<file path="config.mk">
export PLATFORM = sky130hd
export DESIGN_NAME = vx_alu_dot8
export DESIGN_NICKNAME = d
export VERILOG_FILES = /design/src/rtl/vx_dot8_pkg.sv /design/src/rtl/vx_dot8_lane.sv /design/src/rtl/vx_alu_dot8.sv
export SDC_FILE = /design/constraint.sdc
export NUM_CORES = 2
export LEC_CHECK = 0
export ABC_AREA = 1
export BUFFER_PORTS_ARGS = -buffer_cell sky130_fd_sc_hd__buf_2
export CORE_ASPECT_RATIO = 1.25
export CORE_UTILIZATION = 50
export DETAILED_ROUTE_END_ITERATION = 12
export GPL_ROUTABILITY_DRIVEN = 0
export PLACE_DENSITY = 0.68
export SLEW_MARGIN = 0
export SYNTH_ARGS = -nofsm -noshare
export SYNTH_HDL_FRONTEND = slang
export SYNTH_SLANG_ARGS = --single-unit
</file>
<file path="constraint.sdc">
create_clock -name clk -period 8.2 [get_ports clk]
set_clock_uncertainty 0.1 [all_clocks]
set_input_delay 2.46 -clock clk [delete_from_list [all_inputs] [get_ports clk]]
set_output_delay 2.46 -clock clk [all_outputs]
set_load 0.02 [all_outputs]
</file>
<file path="src/rtl/vx_dot8_pkg.sv">
// Shared types and arithmetic helpers for the packed-byte dot-product PE.
// Default widths match the parameters of vx_alu_dot8 and must be kept in step with them.
package vx_dot8_pkg;

  localparam int DOT8_BYTES      = 4;
  localparam int DOT8_PROD_W     = 17;
  localparam int DOT8_SUM_W      = 19;
  localparam int DOT8_PROD_VEC_W = DOT8_BYTES * DOT8_PROD_W;

  localparam int DOT8_NUM_LANES  = 4;
  localparam int DOT8_XLEN       = 32;
  localparam int DOT8_UUID_W     = 44;
  localparam int DOT8_NW_W       = 2;
  localparam int DOT8_PC_W       = 30;
  localparam int DOT8_NR_W       = 6;
  localparam int DOT8_PID_W      = 1;

  typedef struct packed {
    logic [DOT8_UUID_W-1:0]    uuid;
    logic [DOT8_NW_W-1:0]      wid;
    logic [DOT8_NUM_LANES-1:0] tmask;
    logic [DOT8_PC_W-1:0]      pc;
    logic                      wb;
    logic [DOT8_NR_W-1:0]      rd;
    logic [DOT8_PID_W-1:0]     pid;
    logic                      sop;
    logic                      eop;
  } dot8_sideband_t;

  // Each byte is widened to 9 bits so one signed multiplier serves both signed and unsigned modes.
  function automatic logic [DOT8_PROD_VEC_W-1:0] dot8_products(
    input logic [31:0] a,
    input logic [31:0] b,
    input logic        is_unsigned
  );
    logic signed [8:0]  ea;
    logic signed [8:0]  eb;
    logic signed [17:0] full;
    logic [DOT8_PROD_VEC_W-1:0] p;
    p = '0;
    for (int i = 0; i < DOT8_BYTES; i++) begin
      ea   = {(~is_unsigned) & a[8*i+7], a[8*i +: 8]};
      eb   = {(~is_unsigned) & b[8*i+7], b[8*i +: 8]};
      full = 18'(ea) * 18'(eb);
      p[i*DOT8_PROD_W +: DOT8_PROD_W] = full[DOT8_PROD_W-1:0];
    end
    return p;
  endfunction

  function automatic logic signed [DOT8_SUM_W-1:0] dot8_sum(
    input logic [DOT8_PROD_VEC_W-1:0] p
  );
    logic [DOT8_SUM_W-1:0] acc;
    acc = '0;
    for (int i = 0; i < DOT8_BYTES; i++) begin
      acc = acc + {{(DOT8_SUM_W-DOT8_PROD_W){p[i*DOT8_PROD_W+DOT8_PROD_W-1]}},
                   p[i*DOT8_PROD_W +: DOT8_PROD_W]};
    end
    return acc;
  endfunction

endpackage

</file>
<file path="src/rtl/vx_dot8_lane.sv">
// One lane of the dot-product datapath: the product half feeds the S1 registers,
// the sum half consumes them, so the top can place a register between the two.
module vx_dot8_lane
  import vx_dot8_pkg::*;
(
  input  logic [31:0]                rs1,
  input  logic [31:0]                rs2,
  input  logic                       is_unsigned,
  output logic [DOT8_PROD_VEC_W-1:0] prod,
  input  logic [DOT8_PROD_VEC_W-1:0] prod_reg,
  input  logic                       active,
  output logic [31:0]                result
);

  logic signed [DOT8_SUM_W-1:0] sum_s;

  assign prod   = dot8_products(rs1, rs2, is_unsigned);
  assign sum_s  = dot8_sum(prod_reg);
  assign result = active ? {{(32-DOT8_SUM_W){sum_s[DOT8_SUM_W-1]}}, sum_s} : 32'd0;

endmodule

</file>
<file path="src/rtl/vx_alu_dot8.sv">
// Packed-byte dot-product PE: two-stage elastic pipeline (products, then sum)
// with valid/ready backpressure and sideband carried alongside the data.
module vx_alu_dot8
  import vx_dot8_pkg::*;
#(
  parameter int NUM_LANES  = DOT8_NUM_LANES,
  parameter int XLEN       = DOT8_XLEN,
  parameter int UUID_WIDTH = DOT8_UUID_W,
  parameter int NW_WIDTH   = DOT8_NW_W,
  parameter int PC_BITS    = DOT8_PC_W,
  parameter int NR_BITS    = DOT8_NR_W,
  parameter int PID_WIDTH  = DOT8_PID_W
) (
  input  logic                      clk,
  input  logic                      reset_n,
  input  logic                      in_valid,
  output logic                      in_ready,
  input  logic [UUID_WIDTH-1:0]     in_uuid,
  input  logic [NW_WIDTH-1:0]       in_wid,
  input  logic [NUM_LANES-1:0]      in_tmask,
  input  logic [PC_BITS-1:0]        in_pc,
  input  logic                      in_wb,
  input  logic [NR_BITS-1:0]        in_rd,
  input  logic                      in_is_unsigned,
  input  logic [NUM_LANES*XLEN-1:0] in_rs1_data,
  input  logic [NUM_LANES*XLEN-1:0] in_rs2_data,
  input  logic [PID_WIDTH-1:0]      in_pid,
  input  logic                      in_sop,
  input  logic                      in_eop,
  output logic                      out_valid,
  input  logic                      out_ready,
  output logic [UUID_WIDTH-1:0]     out_uuid,
  output logic [NW_WIDTH-1:0]       out_wid,
  output logic [NUM_LANES-1:0]      out_tmask,
  output logic [PC_BITS-1:0]        out_pc,
  output logic                      out_wb,
  output logic [NR_BITS-1:0]        out_rd,
  output logic [NUM_LANES*XLEN-1:0] out_data,
  output logic [PID_WIDTH-1:0]      out_pid,
  output logic                      out_sop,
  output logic                      out_eop
);

  localparam int PW = DOT8_PROD_VEC_W;

  logic                      adv1_s;
  logic                      adv2_s;
  logic                      s1_valid_r;
  logic                      s2_valid_r;
  dot8_sideband_t            in_sb_s;
  dot8_sideband_t            s1_sb_r;
  dot8_sideband_t            s2_sb_r;
  logic [NUM_LANES*PW-1:0]   prod_s;
  logic [NUM_LANES*PW-1:0]   s1_prod_r;
  logic [NUM_LANES*XLEN-1:0] result_s;
  logic [NUM_LANES*XLEN-1:0] s2_data_r;

  // A stage may load when it is empty or the stage after it is moving.
  assign adv2_s   = ~s2_valid_r | out_ready;
  assign adv1_s   = ~s1_valid_r | adv2_s;
  assign in_ready = adv1_s;

  assign in_sb_s = '{uuid: in_uuid, wid: in_wid, tmask: in_tmask, pc: in_pc, wb: in_wb,
                     rd: in_rd, pid: in_pid, sop: in_sop, eop: in_eop};

  for (genvar l = 0; l < NUM_LANES; l++) begin : g_lane
    vx_dot8_lane u_lane (
      .rs1         (in_rs1_data[l*XLEN +: 32]),
      .rs2         (in_rs2_data[l*XLEN +: 32]),
      .is_unsigned (in_is_unsigned),
      .prod        (prod_s[l*PW +: PW]),
      .prod_reg    (s1_prod_r[l*PW +: PW]),
      .active      (s1_sb_r.tmask[l]),
      .result      (result_s[l*XLEN +: XLEN])
    );
  end

  // Stage 1: byte products and sideband of the accepted request.
  always_ff @(posedge clk or negedge reset_n) begin
    if (!reset_n) begin
      s1_valid_r <= 1'b0;
      s1_sb_r    <= '0;
      s1_prod_r  <= '0;
    end else if (adv1_s) begin
      s1_valid_r <= in_valid;
      if (in_valid) begin
        s1_sb_r   <= in_sb_s;
        s1_prod_r <= prod_s;
      end
    end
  end

  // Stage 2: lane sums, which drive the commit outputs directly.
  always_ff @(posedge clk or negedge reset_n) begin
    if (!reset_n) begin
      s2_valid_r <= 1'b0;
      s2_sb_r    <= '0;
      s2_data_r  <= '0;
    end else if (adv2_s) begin
      s2_valid_r <= s1_valid_r;
      if (s1_valid_r) begin
        s2_sb_r   <= s1_sb_r;
        s2_data_r <= result_s;
      end
    end
  end

  assign out_valid = s2_valid_r;
  assign out_uuid  = s2_sb_r.uuid;
  assign out_wid   = s2_sb_r.wid;
  assign out_tmask = s2_sb_r.tmask;
  assign out_pc    = s2_sb_r.pc;
  assign out_wb    = s2_sb_r.wb;
  assign out_rd    = s2_sb_r.rd;
  assign out_pid   = s2_sb_r.pid;
  assign out_sop   = s2_sb_r.sop;
  assign out_eop   = s2_sb_r.eop;
  assign out_data  = s2_data_r;

endmodule

</file>
**Yosys cells after proc, flatten, opt, wreduce, memory -nomap -nowiden**

Cells that the tools add are included.
Widths: inputs -> output; s select.

- Logic and storage cells: 93
- Output and inout bits: 220
- Input bits: 351
- Register bits after elaboration: 582

- Bitwise operators: 37
- Add/subtract/negate cells: 12
- Reductions and logical operators: 2
- Muxes and demuxes: 4
- Multiply operators: 16

Operator list:

| cell | number |
|---|---|
| $mul 9x9->17 | 16 |
| $add 19x19->19 | 8 |
| $mux 32 | 4 |
| $add 17x17->18 | 4 |
| $and 1x1->1 | 32 |
| $reduce_and 2->1 | 2 |
| $not 1->1 | 3 |
| $or 1x1->1 | 2 |

**Depth between registers and ports, before layout**

- Depth in word-level cells: 4
- Mapped depth: 26
- Depth with buffers taken out: 24

**Hierarchy**

Synthesis repeated with hierarchy kept, for this count alone.

- Cells, all modules: 10,131
- Area total of the unflattened synthesis: 79,871.6 um^2

By module, submodules not included:

| module | seq. area each (um^2) | times used | area an instance (um^2) | cells an instance |
|---|---|---|---|---|
| vx_dot8_lane at g_lane[1].u_lane ... | 0.0 | 2 | 14,231.1 | 1,896 |
| vx_alu_dot8 | 14,564.0 | 1 | 22,734.3 | 2,521 |
| vx_dot8_lane at g_lane[0].u_lane | 0.0 | 1 | 14,382.5 | 1,902 |
| vx_dot8_lane at g_lane[3].u_lane | 0.0 | 1 | 14,292.5 | 1,916 |

**Least setup slack after synthesis**

No wires, ideal clock.

- Kind: in2reg
- From: input port in_is_unsigned
- To: register s1_prod_r[218]
- Buffers on the path: 4
- Data required time: 8.035 ns
- Data arrival time: 7.024 ns
- Slack: 1.011 ns
- Library setup time: 0.065 ns
- Stages: 22
- Path through: buf_6 -> inv_8 -> buf_4 -> buf_2 -> buf_1 -> nand2_1 -> fa_1 -> inv_1 -> fa_1 -> fa_1 -> inv_1 -> fa_1 -> inv_1 -> ha_1 -> ha_1 -> a21o_1 -> a21oi_1 -> nand2_1 -> a21oi_1 -> xor2_1 -> nand2_1 -> nand2_1

- Word-level cells in the longest chain between the ends: 3
- Elaborated cells on any way between the ends: 4
- Those cells by class: 1 x mul; 3 x bitwise

Ends and longest elaborated chain:

| what | line | RTL |
|---|---|---|
| start, declared | vx_alu_dot8.sv:24 | `input logic in_is_unsigned,` |
| $not 1->1 * | vx_dot8_pkg.sv:42, vx_dot8_pkg.sv:43 |  |
| $and 1x1->1, on equally long branches | vx_dot8_pkg.sv:42, vx_dot8_pkg.sv:43 |  |
| $mul 9x9->17 * | vx_dot8_pkg.sv:44 | `full = 18'(ea) * 18'(eb);` |
| end signal, assigned | vx_alu_dot8.sv:88 | `s1_prod_r <= prod_s;` |
| end, declared | vx_alu_dot8.sv:54 | `logic [NUM_LANES*PW-1:0] s1_prod_r;` |

Every way passes the cells marked *; elsewhere a longest branch is shown, timed or not.
A chain may end at the register's enable or synchronous reset.

**Worst setup path in the final report**

- From: input port in_is_unsigned
- To: register s1_prod_r[81]

Same word-level chain as after synthesis.

==> impl_summary.md <==
Outcome
The run finished with clean final reports.

Global route
Across every metal layer, demand over resource in global routing totals 0.261. The most utilized layer in the global route result is met2. The routing usage on met1 is 0.343. The met2 demand-to-capacity share in global routing is 0.444. The first global-routing pass estimated 328 mm of wire.

The via count of the first global-routing pass is 63661. The sum of overflow across all layers after global routing is 0. The initial antenna violation count is 56. For this run, global-route usage on met3 was measured as 0.0378. Entering global routing, the biggest net connects 222 pins.

Clock network
At the later pin of the worst-skew pair, clock insertion delay measures ~0.70 ns. Clock-pin slew was measured on the worst setup and hold paths at 0.07 ns. After clock tree synthesis, the flow added hold-fix buffers numbering 0. For this design, the sink count on the clock tree is 530. The cell at the root of the clock tree is sky130_fd_sc_hd__clkbuf_16. The H-tree was split into 2 levels. The number of clock buffers inserted by TritonCTS is 57. The number of gates resized after cts is 0. Post-CTS timing repair inserted 0 buffers for setup.

The TritonCTS clock tree is yes. No sink is reached through more buffers than the 3 on the longest clock path.

Yosys
Summed over all instances, the cell type with the most area after synthesis is sky130_fd_sc_hd__fa_1. Yosys attributes the largest share of cell area to sky130_fd_sc_hd__fa_1, sky130_fd_sc_hd__dfrtp_1, sky130_fd_sc_hd__nand2_1. After synthesis, the mean cell area works out to 7.87 µm².

The share of synthesized area in the top cell type comes to 0.300. The flip-flop and latch count after synthesis is 530. In the synthesized netlist, the number of instances is 9776. In the post-synthesis netlist, the cell with the most instances is sky130_fd_sc_hd__nand2_1.

Sorting the synthesized cells by how often they occur yields sky130_fd_sc_hd__nand2_1, sky130_fd_sc_hd__inv_1, sky130_fd_sc_hd__fa_1. The fraction of synthesis flops using an asynchronous set or reset pin is 1.00. The count of synthesis-stage warnings from yosys is 0. The number of enable-type register cells in the synthesized netlist is 0. The synthesized area is between 70000 and 80000 µm². When the netlist entered floorplanning its net count stood at 11975.

For this run, the register share of the synthesized area comes to 0.172. The most instantiated flip-flop cell in the synthesis netlist is sky130_fd_sc_hd__dfrtp_1. Counting distinct cell types in the post-synthesis netlist gives 49.

Hold path
The type of the worst min-delay path is reg2reg.

Route
The final layout contains routed wiring with a total length of 199 mm. In this run, the number of DRC markers left after iteration 0 of detailed routing was 4237. The number of detailed-route iterations in the first pass is 6. For this block, the via count after detailed routing is 62016. The mean routed wirelength per cell is 16.5 µm.

For this run, design rule violations remaining after detail routing come to 0. The per-cell via count in the routed design is 5.13. The number of nets with antenna violations after routing is 0.

Timing
Subtracting the final worst setup slack from the clock period gives roughly 7 ns. The worst setup margin is 1.20 ns. The total setup violations reported at the end of the flow is 0. The number of pins exceeding their max-slew limit in the final report is 0. Dividing the final minimum period by the clock period gives 0.854. The count of endpoints failing hold in the final timing report is 0. Setup repair after global routing left no endpoint under its margin.

Based on the critical path, the design can be clocked at up to 0.143 GHz. The worst max-slew margin expressed relative to the limit is 0.297. The final setup TNS is 0 ns. At the pin with the least slew margin, the transition time is 1.06 ns.

Placement
Counting tap cells, the placed design contains a total of 11956 instances. The placement-stage cell area is 80600 µm². Before CTS, the worst setup slack after placement is a little under 0.5 ns. The count of buffers from port buffering is 570.

The half-perimeter wire length of the detailed placement result is 165 mm.

Power
The fraction of power consumed by the clock network is 0.085. The internal power of the cells totals 14.8 mW. The power density over cell area is 407 nW/µm². The largest vdd supply drop is roughly 0.53 mV. In this run the static leakage power is 47.7 nW. The sequential fraction of design power is 0.130. The share of total power dissipated in combinational logic is 0.785.

The net load switching power is about 19 mW. Of the total power, the share spent switching nets is 0.561.

Critical path
The worst flop-to-flop path startpoint is s1_prod_r[136]$_DFFE_PN0P_. The worst setup path is captured at a register. STA puts the critical path data arrival time at 7.50 ns. The destination of the critical timing path is s1_prod_r[81]$_DFFE_PN0P_.

The required time of the worst setup path is 8.70 ns. Setup slack on the worst reg-to-reg path comes out at 3.50 ns. The timing startpoint of the critical path is in_is_unsigned. The critical path is of the in2reg type. The worst flop-to-flop path endpoint is out_data[95]$_DFFE_PN0P_. Counting cells, the worst reg-to-reg path comes to 21. The critical path launch point type is an input port. Of all nets on the critical path, the largest fanout is 39.

Floorplanning
For this configuration, the core starts out at a cell density of 0.505. Row generation in the floorplan step produced 160 rows. The die is 441 µm tall. The core area is around 150000 µm². 571 I/O pins were placed. The die boundary width is 353 µm. The overall die area is roughly 160000 µm².

Job
Across the run, the number of max-cap violations was 0.

Finish
Of the cells placed in the final design, the portion with a size suffix greater than 1 is 0.0792. Once layout is complete, the cells apart from fillers number 12092. The area growth from synthesis to final layout is 7.53%. The finished cells cover 82800 µm². The number of nets in the final layout is 12189. The final design utilization is 0.543.
## per-layer routing
metal  vias up  part of all wire
li1      29608                 -
met1     30210              0.42
met2      1820              0.48
met3       336             0.061
met4        42             0.032
met5         -            0.0013
## cells by family after synthesis
kind of cell | count (synthesis) | share of synthesized area
flip-flops | 530 | 0.172
adder cells (fa/ha/maj) | 1848 | 0.413
AO/OA/AOI/OAI | 1006 | 0.0704
buffers and inverters | 2719 | 0.138
AND/OR/NAND/NOR | 3442 | 0.180
XOR/XNOR | 231 | 0.0263
## how the worst min path moves through the flow
stage	from	end	slack (ns)	cells past startpoint
2_1_floorplan	s1_sb_r[88]$_DFFE_PN0P_	out_uuid[42]$_DFFE_PN0P_	0.34	2
3_3_place_gp	out_pc[8]$_DFFE_PN0P_	out_pc[8]$_DFFE_PN0P_	0.36	2
3_5_place_dp	out_tmask[2]$_DFFE_PN0P_	out_tmask[2]$_DFFE_PN0P_	0.36	2
4_1_cts	out_tmask[2]$_DFFE_PN0P_	out_tmask[2]$_DFFE_PN0P_	0.38	2
5_1_grt	out_pc[0]$_DFFE_PN0P_	out_pc[0]$_DFFE_PN0P_	0.39	2
6_report	out_data[112]$_DFFE_PN0P_	out_data[112]$_DFFE_PN0P_	0.38	2
## through the flow
step | power, mW | hold WS, ns
3_5_place_dp | 30.4 | 0.361
4_1_cts | 33.5 | 0.378
6_report | 33.7 | 0.379
2_1_floorplan | 23.8 | 0.342
3_3_place_gp | 29.8 | 0.361
5_1_grt | 37.6 | 0.394
## cells in the final DEF, fill, tap and decap left out, types with 6 or more instances in the layout
cell,n
sky130_fd_sc_hd__nand2_1,2546
sky130_fd_sc_hd__inv_1,2270
sky130_fd_sc_hd__fa_1,1152
sky130_fd_sc_hd__ha_1,696
sky130_fd_sc_hd__buf_2,568
sky130_fd_sc_hd__o21ai_0,536
sky130_fd_sc_hd__dfrtp_1,530
sky130_fd_sc_hd__nor2_1,380
sky130_fd_sc_hd__nand3_1,301
sky130_fd_sc_hd__a21oi_1,288
sky130_fd_sc_hd__xor2_1,158
sky130_fd_sc_hd__xnor2_1,73
sky130_fd_sc_hd__a31oi_1,63
sky130_fd_sc_hd__nor3_1,60
sky130_fd_sc_hd__clkbuf_16,57
sky130_fd_sc_hd__or2_2,47
sky130_fd_sc_hd__nand4_1,41
sky130_fd_sc_hd__diode_2,30
sky130_fd_sc_hd__o21bai_1,30
sky130_fd_sc_hd__nand3b_1,26
sky130_fd_sc_hd__a21o_1,21
sky130_fd_sc_hd__buf_4,17
sky130_fd_sc_hd__nand2_2,16
sky130_fd_sc_hd__o31ai_1,16
sky130_fd_sc_hd__o21ai_1,13
sky130_fd_sc_hd__a22o_1,12
sky130_fd_sc_hd__clkbuf_8,12
sky130_fd_sc_hd__clkinv_2,9
sky130_fd_sc_hd__inv_2,8
sky130_fd_sc_hd__bufinv_16,8
sky130_fd_sc_hd__buf_12,8
sky130_fd_sc_hd__nor2_2,6
sky130_fd_sc_hd__a21boi_0,6
sky130_fd_sc_hd__o2111ai_1,6
sky130_fd_sc_hd__clkbuf_1,6
## area by class of cell
class	count	area (µm²)
antenna	30	75.1
clock buffer	75	1610
clock inverter	31	470
fill	14342	69800
inverter	2280	8580
multi-input combinational	6527	53100
sequential	530	13300
tap	2025	2530
timing repair buffer	594	3150
## critical path: stages
cell and delay (ns):
sky130_fd_sc_hd__buf_4 0.15, sky130_fd_sc_hd__inv_8 0.33, sky130_fd_sc_hd__buf_12 0.25, sky130_fd_sc_hd__nand2_2 0.20, sky130_fd_sc_hd__or2_2 0.33, sky130_fd_sc_hd__fa_1 0.45
sky130_fd_sc_hd__fa_1 0.49, sky130_fd_sc_hd__inv_1 0.05, sky130_fd_sc_hd__fa_1 0.45, sky130_fd_sc_hd__fa_1 0.49, sky130_fd_sc_hd__inv_1 0.06, sky130_fd_sc_hd__fa_1 0.50
sky130_fd_sc_hd__inv_1 0.04, sky130_fd_sc_hd__ha_1 0.33, sky130_fd_sc_hd__a21oi_1 0.20, sky130_fd_sc_hd__nand2_1 0.12, sky130_fd_sc_hd__nand2_1 0.08, sky130_fd_sc_hd__o2111ai_1 0.11
sky130_fd_sc_hd__xor2_1 0.16, sky130_fd_sc_hd__o21ai_0 0.17
## power by group through the flow
| stage | logic (mW) | registers [mW] | clock network, mW |
|---|---|---|---|
| 2_1_floorplan | 19.4 | 4.38 | 0 |
| 3_3_place_gp | 25.4 | 4.42 | 0 |
| 3_5_place_dp | 25.9 | 4.43 | 0 |
| 4_1_cts | 26.2 | 4.40 | 2.94 |
| 5_1_grt | 30.1 | 4.48 | 3.04 |
| 6_report | 26.4 | 4.38 | 2.88 |
## registers in the layout (all words and copies together) (netlist names)
| register | flops |
|---|---|
| out_data | 76 |
| out_eop | 1 |
| out_pc | 30 |
| out_pid | 1 |
| out_rd | 6 |
| out_sop | 1 |
| out_tmask | 4 |
| out_uuid | 44 |
| out_valid | 1 |
| out_wb | 1 |
| out_wid | 2 |
| s1_prod_r | 272 |
| s1_sb_r | 90 |
| s1_valid_r | 1 |
(Power assumes the default switching activity.)
